**config.mk**
```make
export PLATFORM = sky130hd
export DESIGN_NAME = dram_access_unit
export DESIGN_NICKNAME = d
export VERILOG_FILES = /design/src/rtl/dram_pkg.sv /design/src/rtl/dram_lane_align.sv /design/src/rtl/dram_access_unit.sv
export SDC_FILE = /design/constraint.sdc
export NUM_CORES = 1
export LEC_CHECK = 0
export CORE_MARGIN = 8
export CORE_UTILIZATION = 40
export CTS_CLUSTER_SIZE = 25
export DETAILED_ROUTE_END_ITERATION = 10
export PLACE_DENSITY = 0.76
export RECOVER_POWER = 25
export SLEW_MARGIN = 0
export SYNTH_ARGS = -nofsm -noshare
export SYNTH_HDL_FRONTEND = slang
export SYNTH_HIERARCHICAL = 1
export SYNTH_SLANG_ARGS = --single-unit
```
**constraint.sdc**
```tcl
create_clock -name clk -period 4.16 [get_ports clk]
set_clock_uncertainty 0.1 [all_clocks]
set_input_delay 1.04 -clock clk [delete_from_list [all_inputs] [get_ports clk]]
set_output_delay 1.04 -clock clk [all_outputs]
set_load 0.01 [all_outputs]
```
**src/rtl/dram_pkg.sv**
```systemverilog
// Shared encodings for the data-memory access path. The size codes mirror
// the instruction decoder's dram_we / store_sel / wd_dram_sel outputs.
package dram_pkg;

    localparam logic [1:0] STORE_SW = 2'b00;
    localparam logic [1:0] STORE_SH = 2'b01;
    localparam logic [1:0] STORE_SB = 2'b10;

    localparam logic [2:0] LOAD_LW  = 3'b000;
    localparam logic [2:0] LOAD_LH  = 3'b001;
    localparam logic [2:0] LOAD_LB  = 3'b010;
    localparam logic [2:0] LOAD_LHU = 3'b011;
    localparam logic [2:0] LOAD_LBU = 3'b100;

    typedef enum logic [1:0] {
        ST_IDLE = 2'd0,
        ST_BUS  = 2'd1,
        ST_RESP = 2'd2
    } dram_state_e;

    typedef enum logic [1:0] {
        SZ_WORD = 2'd0,
        SZ_HALF = 2'd1,
        SZ_BYTE = 2'd2
    } acc_size_e;

    // Unused codes (sw 11, loads 101-111) fall back to a word access.
    function automatic acc_size_e access_size(input logic       we,
                                              input logic [1:0] store_sel,
                                              input logic [2:0] load_sel);
        acc_size_e sz;
        sz = SZ_WORD;
        if (we) begin
            case (store_sel)
                STORE_SH: sz = SZ_HALF;
                STORE_SB: sz = SZ_BYTE;
                default:  sz = SZ_WORD;
            endcase
        end else begin
            case (load_sel)
                LOAD_LH, LOAD_LHU: sz = SZ_HALF;
                LOAD_LB, LOAD_LBU: sz = SZ_BYTE;
                default:           sz = SZ_WORD;
            endcase
        end
        return sz;
    endfunction

    function automatic logic is_aligned(input acc_size_e sz, input logic [1:0] addr_lo);
        logic ok;
        case (sz)
            SZ_WORD: ok = (addr_lo == 2'b00);
            SZ_HALF: ok = ~addr_lo[0];
            default: ok = 1'b1;
        endcase
        return ok;
    endfunction

endpackage

```
**src/rtl/dram_lane_align.sv**
```systemverilog
// Byte-lane steering: builds byte enables and replicated store data, and
// extracts/extends the addressed lane of a read word.
module dram_lane_align
    import dram_pkg::*;
(
    input  acc_size_e   size,
    input  logic [1:0]  addr_lo,
    input  logic [2:0]  load_sel,
    input  logic [31:0] wdata,
    input  logic [31:0] rdata_word,
    output logic [3:0]  be,
    output logic [31:0] wdata_rep,
    output logic [31:0] rdata_ext
);

    logic [7:0]  byte_lane;
    logic [15:0] half_lane;

    // Byte enables and lane-replicated write data from access size and offset.
    always_comb begin
        be        = 4'b1111;
        wdata_rep = wdata;
        case (size)
            SZ_HALF: begin
                be        = addr_lo[1] ? 4'b1100 : 4'b0011;
                wdata_rep = {2{wdata[15:0]}};
            end
            SZ_BYTE: begin
                be        = 4'b0001 << addr_lo;
                wdata_rep = {4{wdata[7:0]}};
            end
            default: ;
        endcase
    end

    // Pick the addressed lane of the read word and sign/zero extend it.
    always_comb begin
        case (addr_lo)
            2'd1:    byte_lane = rdata_word[15:8];
            2'd2:    byte_lane = rdata_word[23:16];
            2'd3:    byte_lane = rdata_word[31:24];
            default: byte_lane = rdata_word[7:0];
        endcase
        half_lane = addr_lo[1] ? rdata_word[31:16] : rdata_word[15:0];
        case (load_sel)
            LOAD_LH:  rdata_ext = {{16{half_lane[15]}}, half_lane};
            LOAD_LHU: rdata_ext = {16'h0000, half_lane};
            LOAD_LB:  rdata_ext = {{24{byte_lane[7]}}, byte_lane};
            LOAD_LBU: rdata_ext = {24'h000000, byte_lane};
            default:  rdata_ext = rdata_word;
        endcase
    end

endmodule

```
**src/rtl/dram_access_unit.sv**
```systemverilog
// Multi-cycle data-memory access unit: captures a core load/store, runs a
// req/ack handshake with a wait-state bus, and stalls the core until done.
//
// state   | meaning
// --------+---------------------------------------------------------------
// IDLE    | waiting for req_valid; misaligned requests pulse misalign here
// BUS     | mem_req out, waiting for mem_ack or the wait-counter limit
// RESP    | done pulse, core retires the instruction; always back to IDLE
module dram_access_unit
    import dram_pkg::*;
#(
    parameter int unsigned MAX_WAIT = 255
) (
    input  logic        clk,
    input  logic        rst,
    input  logic        req_valid,
    input  logic        req_we,
    input  logic [1:0]  req_store_sel,
    input  logic [2:0]  req_load_sel,
    input  logic [31:0] req_addr,
    input  logic [31:0] req_wdata,
    output logic        stall,
    output logic [31:0] rdata,
    output logic        done,
    output logic        misalign,
    output logic        bus_err,
    output logic        mem_req,
    output logic        mem_we,
    output logic [31:0] mem_addr,
    output logic [3:0]  mem_be,
    output logic [31:0] mem_wdata,
    input  logic        mem_ack,
    input  logic [31:0] mem_rdata
);

    localparam int unsigned CW = (MAX_WAIT < 1) ? 1 : $clog2(MAX_WAIT + 1);
    localparam logic [CW-1:0] WAIT_TC = CW'(MAX_WAIT);

    dram_state_e state_q, state_d;
    logic [CW-1:0] cnt_q, cnt_d;
    logic          mem_req_q, mem_req_d;
    logic          misalign_q, misalign_d;
    logic          bus_err_q, bus_err_d;
    logic [31:0]   rdata_q, rdata_d;
    logic [31:0]   addr_q, addr_d;
    logic [31:0]   wdata_q, wdata_d;
    logic          we_q, we_d;
    logic [1:0]    ssel_q, ssel_d;
    logic [2:0]    lsel_q, lsel_d;

    logic          req_ok;
    logic          in_bus;
    acc_size_e     cap_size;
    logic [3:0]    lane_be;
    logic [31:0]   lane_wdata;
    logic [31:0]   lane_rdata;

    assign req_ok   = is_aligned(access_size(req_we, req_store_sel, req_load_sel), req_addr[1:0]);
    assign cap_size = access_size(we_q, ssel_q, lsel_q);
    assign in_bus   = (state_q == ST_BUS);

    dram_lane_align u_lane (
        .size       (cap_size),
        .addr_lo    (addr_q[1:0]),
        .load_sel   (lsel_q),
        .wdata      (wdata_q),
        .rdata_word (mem_rdata),
        .be         (lane_be),
        .wdata_rep  (lane_wdata),
        .rdata_ext  (lane_rdata)
    );

    // Next-state, wait counter, request capture and response latching.
    always_comb begin
        state_d    = state_q;
        cnt_d      = cnt_q;
        mem_req_d  = 1'b0;
        misalign_d = 1'b0;
        bus_err_d  = 1'b0;
        rdata_d    = rdata_q;
        addr_d     = addr_q;
        wdata_d    = wdata_q;
        we_d       = we_q;
        ssel_d     = ssel_q;
        lsel_d     = lsel_q;
        case (state_q)
            ST_IDLE: begin
                cnt_d = '0;
                if (req_valid) begin
                    if (req_ok) begin
                        addr_d    = req_addr;
                        wdata_d   = req_wdata;
                        we_d      = req_we;
                        ssel_d    = req_store_sel;
                        lsel_d    = req_load_sel;
                        mem_req_d = (WAIT_TC != '0);
                        state_d   = ST_BUS;
                    end else begin
                        misalign_d = 1'b1;
                    end
                end
            end
            ST_BUS: begin
                if (mem_ack) begin
                    rdata_d = we_q ? 32'h0 : lane_rdata;
                    state_d = ST_RESP;
                end else if (cnt_q == WAIT_TC) begin
                    bus_err_d = 1'b1;
                    rdata_d   = 32'h0;
                    state_d   = ST_RESP;
                end else begin
                    cnt_d = cnt_q + CW'(1);
                    // Request is withdrawn for the final timeout cycle.
                    mem_req_d = (cnt_d != WAIT_TC);
                end
            end
            ST_RESP: begin
                cnt_d   = '0;
                state_d = ST_IDLE;
            end
            default: begin
                cnt_d   = '0;
                state_d = ST_IDLE;
            end
        endcase
    end

    // State and datapath registers with synchronous reset.
    always_ff @(posedge clk) begin
        if (rst) begin
            state_q    <= ST_IDLE;
            cnt_q      <= '0;
            mem_req_q  <= 1'b0;
            misalign_q <= 1'b0;
            bus_err_q  <= 1'b0;
            rdata_q    <= 32'h0;
            addr_q     <= 32'h0;
            wdata_q    <= 32'h0;
            we_q       <= 1'b0;
            ssel_q     <= STORE_SW;
            lsel_q     <= LOAD_LW;
        end else begin
            state_q    <= state_d;
            cnt_q      <= cnt_d;
            mem_req_q  <= mem_req_d;
            misalign_q <= misalign_d;
            bus_err_q  <= bus_err_d;
            rdata_q    <= rdata_d;
            addr_q     <= addr_d;
            wdata_q    <= wdata_d;
            we_q       <= we_d;
            ssel_q     <= ssel_d;
            lsel_q     <= lsel_d;
        end
    end

    // Bus-side outputs are only driven while an access is in flight.
    always_comb begin
        stall     = (state_q == ST_IDLE && req_valid && req_ok) || in_bus;
        done      = (state_q == ST_RESP);
        misalign  = misalign_q;
        bus_err   = bus_err_q;
        rdata     = rdata_q;
        mem_req   = mem_req_q;
        mem_we    = in_bus & we_q;
        mem_addr  = in_bus ? {addr_q[31:2], 2'b00} : 32'h0;
        mem_be    = in_bus ? lane_be : 4'b0000;
        mem_wdata = (in_bus && we_q) ? lane_wdata : 32'h0;
    end

endmodule

```
==> results_dict.tcl, run 1 <==
set metrics [dict create \
    cts_made_buffers 17 \
    syn2layout_area_growth_pct 41.4 \
    r2r_slack_ns 1.69 \
    ys_warn_count 6 \
    drt_iter0_markers 389 \
    first_global_vias 6022 \
    grt_antenna_before_repair 0 \
    synth_edf_count 0 \
    rsz0062_at_grt "false" \
    regArea_um2 2300 \
    drv_slew 0 \
    place_inst 1154 \
    wl_per_cell_um 17.0 \
    row_count 46 \
    crit_fanout 3 \
    post-route-util 0.579 \
    die_w_um 144 \
    rr_endpoint "rdata[16]" \
    critPathSlowestCell "clkdlybuf4s50_1" \
    die_h_um 144 \
    r2r-start "addr_q[1]" \
    fin_nets 1067 \
    async_flop_share 0 \
    layout-drive-gt1-share 0.0724 \
    grt_max_degree 88 \
    critPathTopFamily "buffers and inverters" \
    port_buffers 209 \
    synth.yosys.seq_area_share 0.354 \
    ios 212 \
    cts_tree "done" \
    min_to "rdata[3]" \
    gp_congestion 0.854 \
    fill_cells 1446 \
    layout_worst_path_cycle_share 0.975 \
    grt_usage 0.194 \
    cp.depth 6 \
    vias_per_cell 5.25 \
    final_cell_mix "nand2_1, clkdlybuf4s50_1, dfxtp_1, mux2i_1" \
    grt-ovfl-total 0 \
    hold_violations 0 \
    min_path_cells 2 \
    required_ns 3.02 \
    tightest_slew_ns 1.33 \
    clock_latency_ns 0.41 \
    n_antenna_cell 0 \
    htree_levels 4 \
    die_area_um2 20600 \
    syn_inst 787 \
    root_buffer "clkbuf_16" \
    max-vdd-ir-drop_mv 0.262 \
    cts_buffer_depth 2 \
    multiInputGateArea_um2 3810 \
    max_freq_ghz 0.247 \
    worstPathArrival_ns 2.92 \
    critical_path_class "in2out" \
    worstHoldPathType "reg2reg" \
    synthDistinctLibCells 63 \
    start_util 0.410 \
    power_density_nw_per_um2 342 \
    crit_chain "clkdlybuf4s50_1 -> or3b_1 -> a21o_1 -> a21o_1 -> nand2_1 -> clkdlybuf4s50_1" \
    fin_crit_ns 4.06 \
    finalWirelength_um 20100 \
    cts.sink_count 115 \
    final-setup-viol-count 0 \
    outcome "finished, final reports clean" \
    core_um2 15900 \
    worstPathBufferInverterCount 2 \
    p_leak_nw 3.63 \
    num_vias 6208 \
    start_kind "input pin" \
    drv_cap 0 \
    drc 0 \
    fin_cells 1183 \
    avgSynthCellArea_um2 8.27 \
    synth_area_um2 6510 \
    final.setup.tns_ns 0 \
    post-dp-hpwl_um 14300 \
    synth_flop_cell "dfxtp_1" \
    min_from "rdata[3]" \
    max_stage_delay_ns 0.55 \
    ff2ff_path_depth 6 \
    grt_pass1_wl_um 31400 \
    maxSlewHeadroom 0.107 \
    path_clk_slew_ns 0.05 \
    antenna_left 0 \
    setup.worst_path.end_class "output pin" \
    first_pass_iters 5 \
    ys_ff_latch 115 \
    layout_commonest_cell "nand2_1" \
]
==> logic make-up (layout without fill, tap and decap cells) <==
kind of cell	Yosys count	after routing	share of synthesized area
simple gates	369	369	0.262
buf+inv	82	261	0.0677
other cells	1	2	0.000576
xor+xnor	7	7	0.00942
compound gates	98	98	0.112
fa+ha+maj	4	4	0.00769
flops	115	115	0.354
mux	111	111	0.187
==> cells in the mapped netlist, types with 3 or more instances <==
master / number / area share
buf_4: 20 / 0.023
and3_1: 34 / 0.033
buf_2: 4 / 0.0031
o21ai_0: 35 / 0.027
inv_1: 5 / 0.0029
buf_6: 3 / 0.0052
nand3_1: 5 / 0.0038
nor3b_1: 3 / 0.0035
dfxtp_1: 115 / 0.35
a22o_1: 8 / 0.011
and3b_1: 8 / 0.011
nor2_1: 10 / 0.0058
a21oi_1: 3 / 0.0023
nor2b_1: 5 / 0.0048
ha_1: 4 / 0.0077
a221o_1: 16 / 0.025
nand2_1: 250 / 0.14
clkbuf_1: 45 / 0.026
mux2i_1: 102 / 0.16
a211oi_1: 3 / 0.0035
a21o_1: 7 / 0.0081
xnor2_1: 5 / 0.0067
mux4_2: 7 / 0.024
nand2b_1: 3 / 0.0029
a22oi_1: 8 / 0.0092
and2_1: 35 / 0.034
==> power breakdown <==
part / switching, mW / internal, mW / total [mW] / leakage [nW]
registers: 0.0389 / 1.16 / 1.19 / 0.935
clock network: 0.490 / 0.901 / 1.39 / 0.284
logic: 0.282 / 0.278 / 0.560 / 2.42
==> what timing repair did <==
item / CTS / global route
endpoints found under the setup margin: 8 / 20
hold buffers: 0 / 0
gates resized for setup: 1 / 6
setup buffers: 0 / 0
==> registers in the layout, summed over array words and instances (netlist names) <==
signal,flops
addr_q,32
bus_err,1
cnt_q,8
lsel_q,3
mem_req,1
misalign,1
rdata,32
ssel_q,2
state_q,2
wdata_q,32
we_q,1
==> stage by stage <==
stage | setup slack (ns) | hold slack (ns) | power, mW | instance area, µm²
after floorplan | 0.955 | 0.330 | 1.56 | 6510
after global placement | 0.135 | 0.337 | 1.76 | 8620
after detailed placement | 0.103 | 0.344 | 1.77 | 8620
after CTS | 0.0330 | 0.353 | 3.17 | 9190
after global routing | 0.0209 | 0.369 | 3.28 | 9200
final | 0.104 | 0.350 | 3.15 | 9200
==> area by class of cell <==
type                            count  area share
Tap cell                          216      0.0294
Sequential cell                   115       0.250
Timing Repair Buffer              225       0.242
Inverter                            7     0.00326
Clock inverter                      5     0.00544
Multi-Input combinational cell    591       0.414
Clock buffer                       24      0.0556
==> worst min-delay path: cells and delay by family, from the launching register on <==
kind | cells | cell delay (ns)
multiplexers | 1 | 0.05
flip-flops | 1 | 0.30
AND/OR/NAND/NOR | 1 | 0.05
==> worst max path at each step <==
stage / slack [ns] / startpoint / end
after floorplan: 0.96 / we_q / mem_wdata[10]
after global routing: 0.02 / lsel_q[2] / mem_wdata[23]
after global placement: 0.13 / req_load_sel[0] / stall
final: 0.10 / req_load_sel[0] / stall
after detailed placement: 0.10 / req_we / stall
after CTS: 0.03 / we_q / mem_wdata[23]
==> layer usage <==
layer  vias to the layer above  GRT usage  share of wire  wire length (µm)
li1                       3015          -              -                 -
met1                      2925      0.231           0.40              7990
met2                       245      0.307           0.47              9360
met3                        23     0.0873           0.12              2400
met4                         0     0.0576          0.015               297
met5                         -          0              0                 0
Note: power is estimated with default switching activity, not from simulation.
==> run 2: changes to the inputs <==
--- a/config.mk
+++ b/config.mk
@@ -11,6 +11,7 @@
 export DETAILED_ROUTE_END_ITERATION = 10
 export PLACE_DENSITY = 0.76
 export RECOVER_POWER = 25
+export SKIP_CTS_REPAIR_TIMING = 1
 export SLEW_MARGIN = 0
 export SYNTH_ARGS = -nofsm -noshare
 export SYNTH_HDL_FRONTEND = slang
==> results_dict.tcl, run 2 (synthesis gave the netlist of run 1 again) <==
set metrics [dict create \
    htree_levels 4 \
    wl_per_cell_um 17.0 \
    gp_congestion 0.854 \
    setup.worst_path.end_class "output pin" \
    drv_cap 0 \
    crit_path_start "req_load_sel[0]" \
    cts.sink_count 115 \
    fin_crit_ns 4.06 \
    cts_buffer_depth 2 \
    min_from "rdata[3]" \
    layout_commonest_cell "nand2_1" \
    tightest_slew_ns 1.33 \
    grt_pass1_wl_um 31300 \
    core_um2 15900 \
    port_buffers 209 \
    num_vias 6218 \
    wl_met1_um 8050 \
    crit_fanout 3 \
    route.met3.wl_um 2400 \
    layout-drive-gt1-share 0.0724 \
    dpl_cell_area_um2 8620 \
    grt_max_degree 88 \
    cts_made_buffers 17 \
    whs_ns 0.349 \
    required_ns 3.02 \
    vias_per_cell 5.26 \
    critical_path_class "in2out" \
    syn2layout_area_growth_pct 41.4 \
    final-setup-viol-count 0 \
    crit_chain "clkdlybuf4s50_1 -> or3b_1 -> a21o_1 -> a21o_1 -> nand2_1 -> clkdlybuf4s50_1" \
    worstHoldPathType "reg2reg" \
    clock_latency_ns 0.41 \
    p_leak_nw 3.63 \
    final.setup.tns_ns 0 \
    grt_usage 0.193 \
    die_area_um2 20600 \
    grt-ovfl-total 0 \
    met2_wirelength_um 9310 \
    row_count 46 \
    start_kind "input pin" \
    stdcell_area_um2 9200 \
    first_global_vias 6026 \
    max_freq_ghz 0.246 \
    grt_antenna_before_repair 0 \
    root_buffer "clkbuf_16" \
    die_w_um 144 \
    rsz0062_at_grt "false" \
    r2r-start "addr_q[1]" \
    drv_slew 0 \
    drc 0 \
    first_pass_iters 5 \
    ios 212 \
    layout_worst_path_cycle_share 0.976 \
    start_util 0.410 \
    drt_iter0_markers 368 \
    path_clk_slew_ns 0.05 \
    fin_nets 1067 \
    cts_tree "done" \
    antenna_left 0 \
    max_stage_delay_ns 0.55 \
    critPathSlowestCell "clkdlybuf4s50_1" \
    n_antenna_cell 0 \
    final_cell_mix "nand2_1, clkdlybuf4s50_1, dfxtp_1, mux2i_1" \
    power_density_nw_per_um2 342 \
    worstPathArrival_ns 2.92 \
    die_h_um 144 \
    finalWirelength_um 20100 \
    top_layer "met4" \
    outcome "finished, final reports clean" \
    post-dp-hpwl_um 14300 \
    max-vdd-ir-drop_mv 0.262 \
    maxSlewHeadroom 0.110 \
    hold_violations 0 \
]
[run 2: cell counts in the layout (fill, tap and decap cells not counted)]
No cell type changed its count.
[run 2: final timing paths]
check	to	slack, ns	depth (start not counted)
hold reg to reg	rdata[3]	0.35	2
setup / recovery	stall	0.10	6
setup reg to reg	rdata[16]	1.68	6
hold / removal	rdata[3]	0.35	2
[run 2: per-stage QoR]
stage / std cells / utilization / setup WS (ns) / power (mW)
3_3_place_gp: 1154 / 0.543 / 0.135 / 1.76
5_1_grt: 1183 / 0.579 / 0.0209 / 3.28
2_1_floorplan: 788 / - / 0.955 / 1.56
4_1_cts: 1183 / 0.578 / -0.0391 / 3.17
3_5_place_dp: 1154 / 0.543 / 0.103 / 1.77
6_report: 1183 / 0.579 / 0.101 / 3.15
[run 2: area by class of cell]
cell class              count  area (µm²)
inverters                   7        30.0
multi-input cells         591        3810
well taps                 216         270
clock inverters             5        50.0
fillers                  1446        6680
repair buffers            225        2230
clock buffers              24         512
flip-flops and latches    115        2300
[run 2: power by group]
part | internal [mW] | total (mW) | switching [mW]
logic | 0.278 | 0.560 | 0.282
registers | 1.16 | 1.19 | 0.0389
clock network | 0.901 | 1.39 | 0.492
total | 2.34 | 3.15 | 0.813
[run 2: critical path, delay by kind of cell]
kind	cells	cell delay [ns]
buffers and inverters	2	1.05
AO/OA/AOI/OAI	2	0.40
AND/OR/NAND/NOR	2	0.43
[run 2: routing by layer]
layer  global-route usage  vias up
met5                    0        -
met4               0.0576        0
met3               0.0873       29
met2                0.307      251
met1                0.230     2921
li1                     -     3017
==> run 3: changes to the inputs <==
==> constraint.sdc (replaced) <==
create_clock -name clk -period 4.16 [get_ports clk]
set_clock_uncertainty 0.1 [all_clocks]
set_input_delay 1.04 -clock clk [delete_from_list [all_inputs] [get_ports clk]]
set_output_delay 1.04 -clock clk [all_outputs]
set_load 0.005 [all_outputs]
==> results_dict.tcl, run 3 (synthesis gave the netlist of run 1 again) <==
set metrics [dict create \
    drv_slew 0 \
    fin_cells 1185 \
    syn2layout_area_growth_pct 41.9 \
    rr_endpoint "rdata[16]" \
    maxSlewHeadroom 0.00360 \
    wl_per_cell_um 16.9 \
    grt-ovfl-total 0 \
    grt_antenna_before_repair 1 \
    max_stage_delay_ns 0.51 \
    switching_share 0.251 \
    row_count 46 \
    violations "max-capacitance violations" \
    n_antenna_cell 0 \
    p_leak_nw 3.64 \
    final_cell_mix "nand2_1, clkdlybuf4s50_1, dfxtp_1, mux2i_1, dlygate4sd3_1" \
    place_inst 1157 \
    path_clk_slew_ns 0.05 \
    cts_buffer_depth 2 \
    switching_power_uw 793 \
    cts.sink_count 115 \
    start_util 0.410 \
    htree_levels 4 \
    fin_crit_ns 4.00 \
    cts_tree "done" \
    num_vias 6159 \
    port_buffers 209 \
    power_density_nw_per_um2 342 \
    crit_chain "clkdlybuf4s50_1 -> or3b_1 -> a21o_1 -> a21o_1 -> nand2_1 -> clkdlybuf4s50_1" \
    r2r-start "addr_q[1]" \
    core_um2 15900 \
    crit_path_start "req_we" \
    grt_max_degree 88 \
    layout_commonest_cell "nand2_1" \
    setup.worst_path.end_class "output pin" \
    vias_per_cell 5.20 \
    clock_latency_ns 0.40 \
    first_pass_iters 5 \
    final-setup-viol-count 0 \
    die_h_um 144 \
    cts_made_buffers 17 \
    critical_path_class "in2out" \
    hold_violations 0 \
    post-dp-hpwl_um 14500 \
    finalWirelength_um 20000 \
    post-place-ws_ns 0.145 \
    post-route-util 0.582 \
    ff2ff_path_depth 6 \
    whs_ns 0.348 \
    drt_iter0_markers 318 \
    max-vdd-ir-drop_mv 0.265 \
    root_buffer "clkbuf_16" \
    tightest_slew_ns 1.49 \
    p_seq_frac 0.378 \
    power_frac_clock 0.446 \
    start_kind "input pin" \
    required_ns 3.02 \
    grt_usage 0.192 \
    worstPathArrival_ns 2.86 \
    ios 212 \
    layout-drive-gt1-share 0.0702 \
    outcome "complete, but fails checks" \
    antenna_left 0 \
    die_area_um2 20600 \
    drv_cap 1 \
    crit_fanout 5 \
    power_frac_comb 0.176 \
    grt_pass1_wl_um 31200 \
    drc 0 \
    fin_nets 1070 \
    max_freq_ghz 0.250 \
    first_global_vias 6072 \
    r2r_slack_ns 1.75 \
    p_int_mw 2.37 \
    gp_congestion 0.860 \
    worstHoldPathType "reg2reg" \
    critPathSlowestCell "clkdlybuf4s50_1" \
    die_w_um 144 \
    setup_ws_ns 0.163 \
    layout_worst_path_cycle_share 0.961 \
    endpoint "stall" \
]
-- run 3: changes by cell type in the layout (fill, tap and decap cells not counted), sizes merged --
cell and delta:
clkinv -2, clkinvlp +1, buf +2, dlymetal6s2s -1, bufinv +1, dlygate4sd3 +2, clkdlybuf4s50 -1
-- run 3: layout make-up --
type                            instances  area, µm²
Fill cell                            1454       6650
Tap cell                              216        270
Clock buffer                           23        488
Sequential cell                       115       2300
Multi-Input combinational cell        591       3800
Inverter                                7       30.0
Clock inverter                          5       77.6
Timing Repair Buffer                  228       2260
-- run 3: per-stage QoR --
step	power (mW)	TNS [ns]	cell area, µm²
2_1_floorplan	1.55	0	6510
3_3_place_gp	1.77	0	8670
3_5_place_dp	1.77	0	8670
4_1_cts	3.20	-0.156	9240
5_1_grt	3.30	-0.0120	9240
6_report	3.16	0	9240
-- run 3: layer usage --
metal	track usage	vias to the layer above	routed length [µm]
met1	0.228	2840	8220
met4	0.0808	2	539
met3	0.0776	45	2210
met5	0	-	12
li1	-	3021	-
met2	0.301	251	8990
-- run 3: worst max-delay path, delay by kind of cell --
family,cells,cell delay [ns]
AOI/OAI and AO/OA,2,0.39
and+or+nand+nor,2,0.44
buffers and inverters,2,0.99
-- run 3: power by group through the flow --
stage	Clock, mW	Sequential (mW)	Combinational, mW
after CTS	1.45	1.19	0.562
after global placement	0	1.21	0.552
after detailed placement	0	1.21	0.559
final	1.41	1.19	0.557
after floorplan	0	1.20	0.351
after global routing	1.49	1.20	0.611
-- run 3: worst min path at each step --
| stage | startpoint | endpoint | slack (ns) | cells after the start |
|---|---|---|---|---|
| 4_1_cts | addr_q[17] | addr_q[17] | 0.35 | 2 |
| 6_report | rdata[14] | rdata[14] | 0.35 | 2 |
| 2_1_floorplan | addr_q[10] | addr_q[10] | 0.33 | 2 |
| 3_5_place_dp | addr_q[2] | addr_q[2] | 0.34 | 2 |
| 3_3_place_gp | addr_q[31] | addr_q[31] | 0.34 | 2 |
| 5_1_grt | wdata_q[25] | wdata_q[25] | 0.37 | 2 |
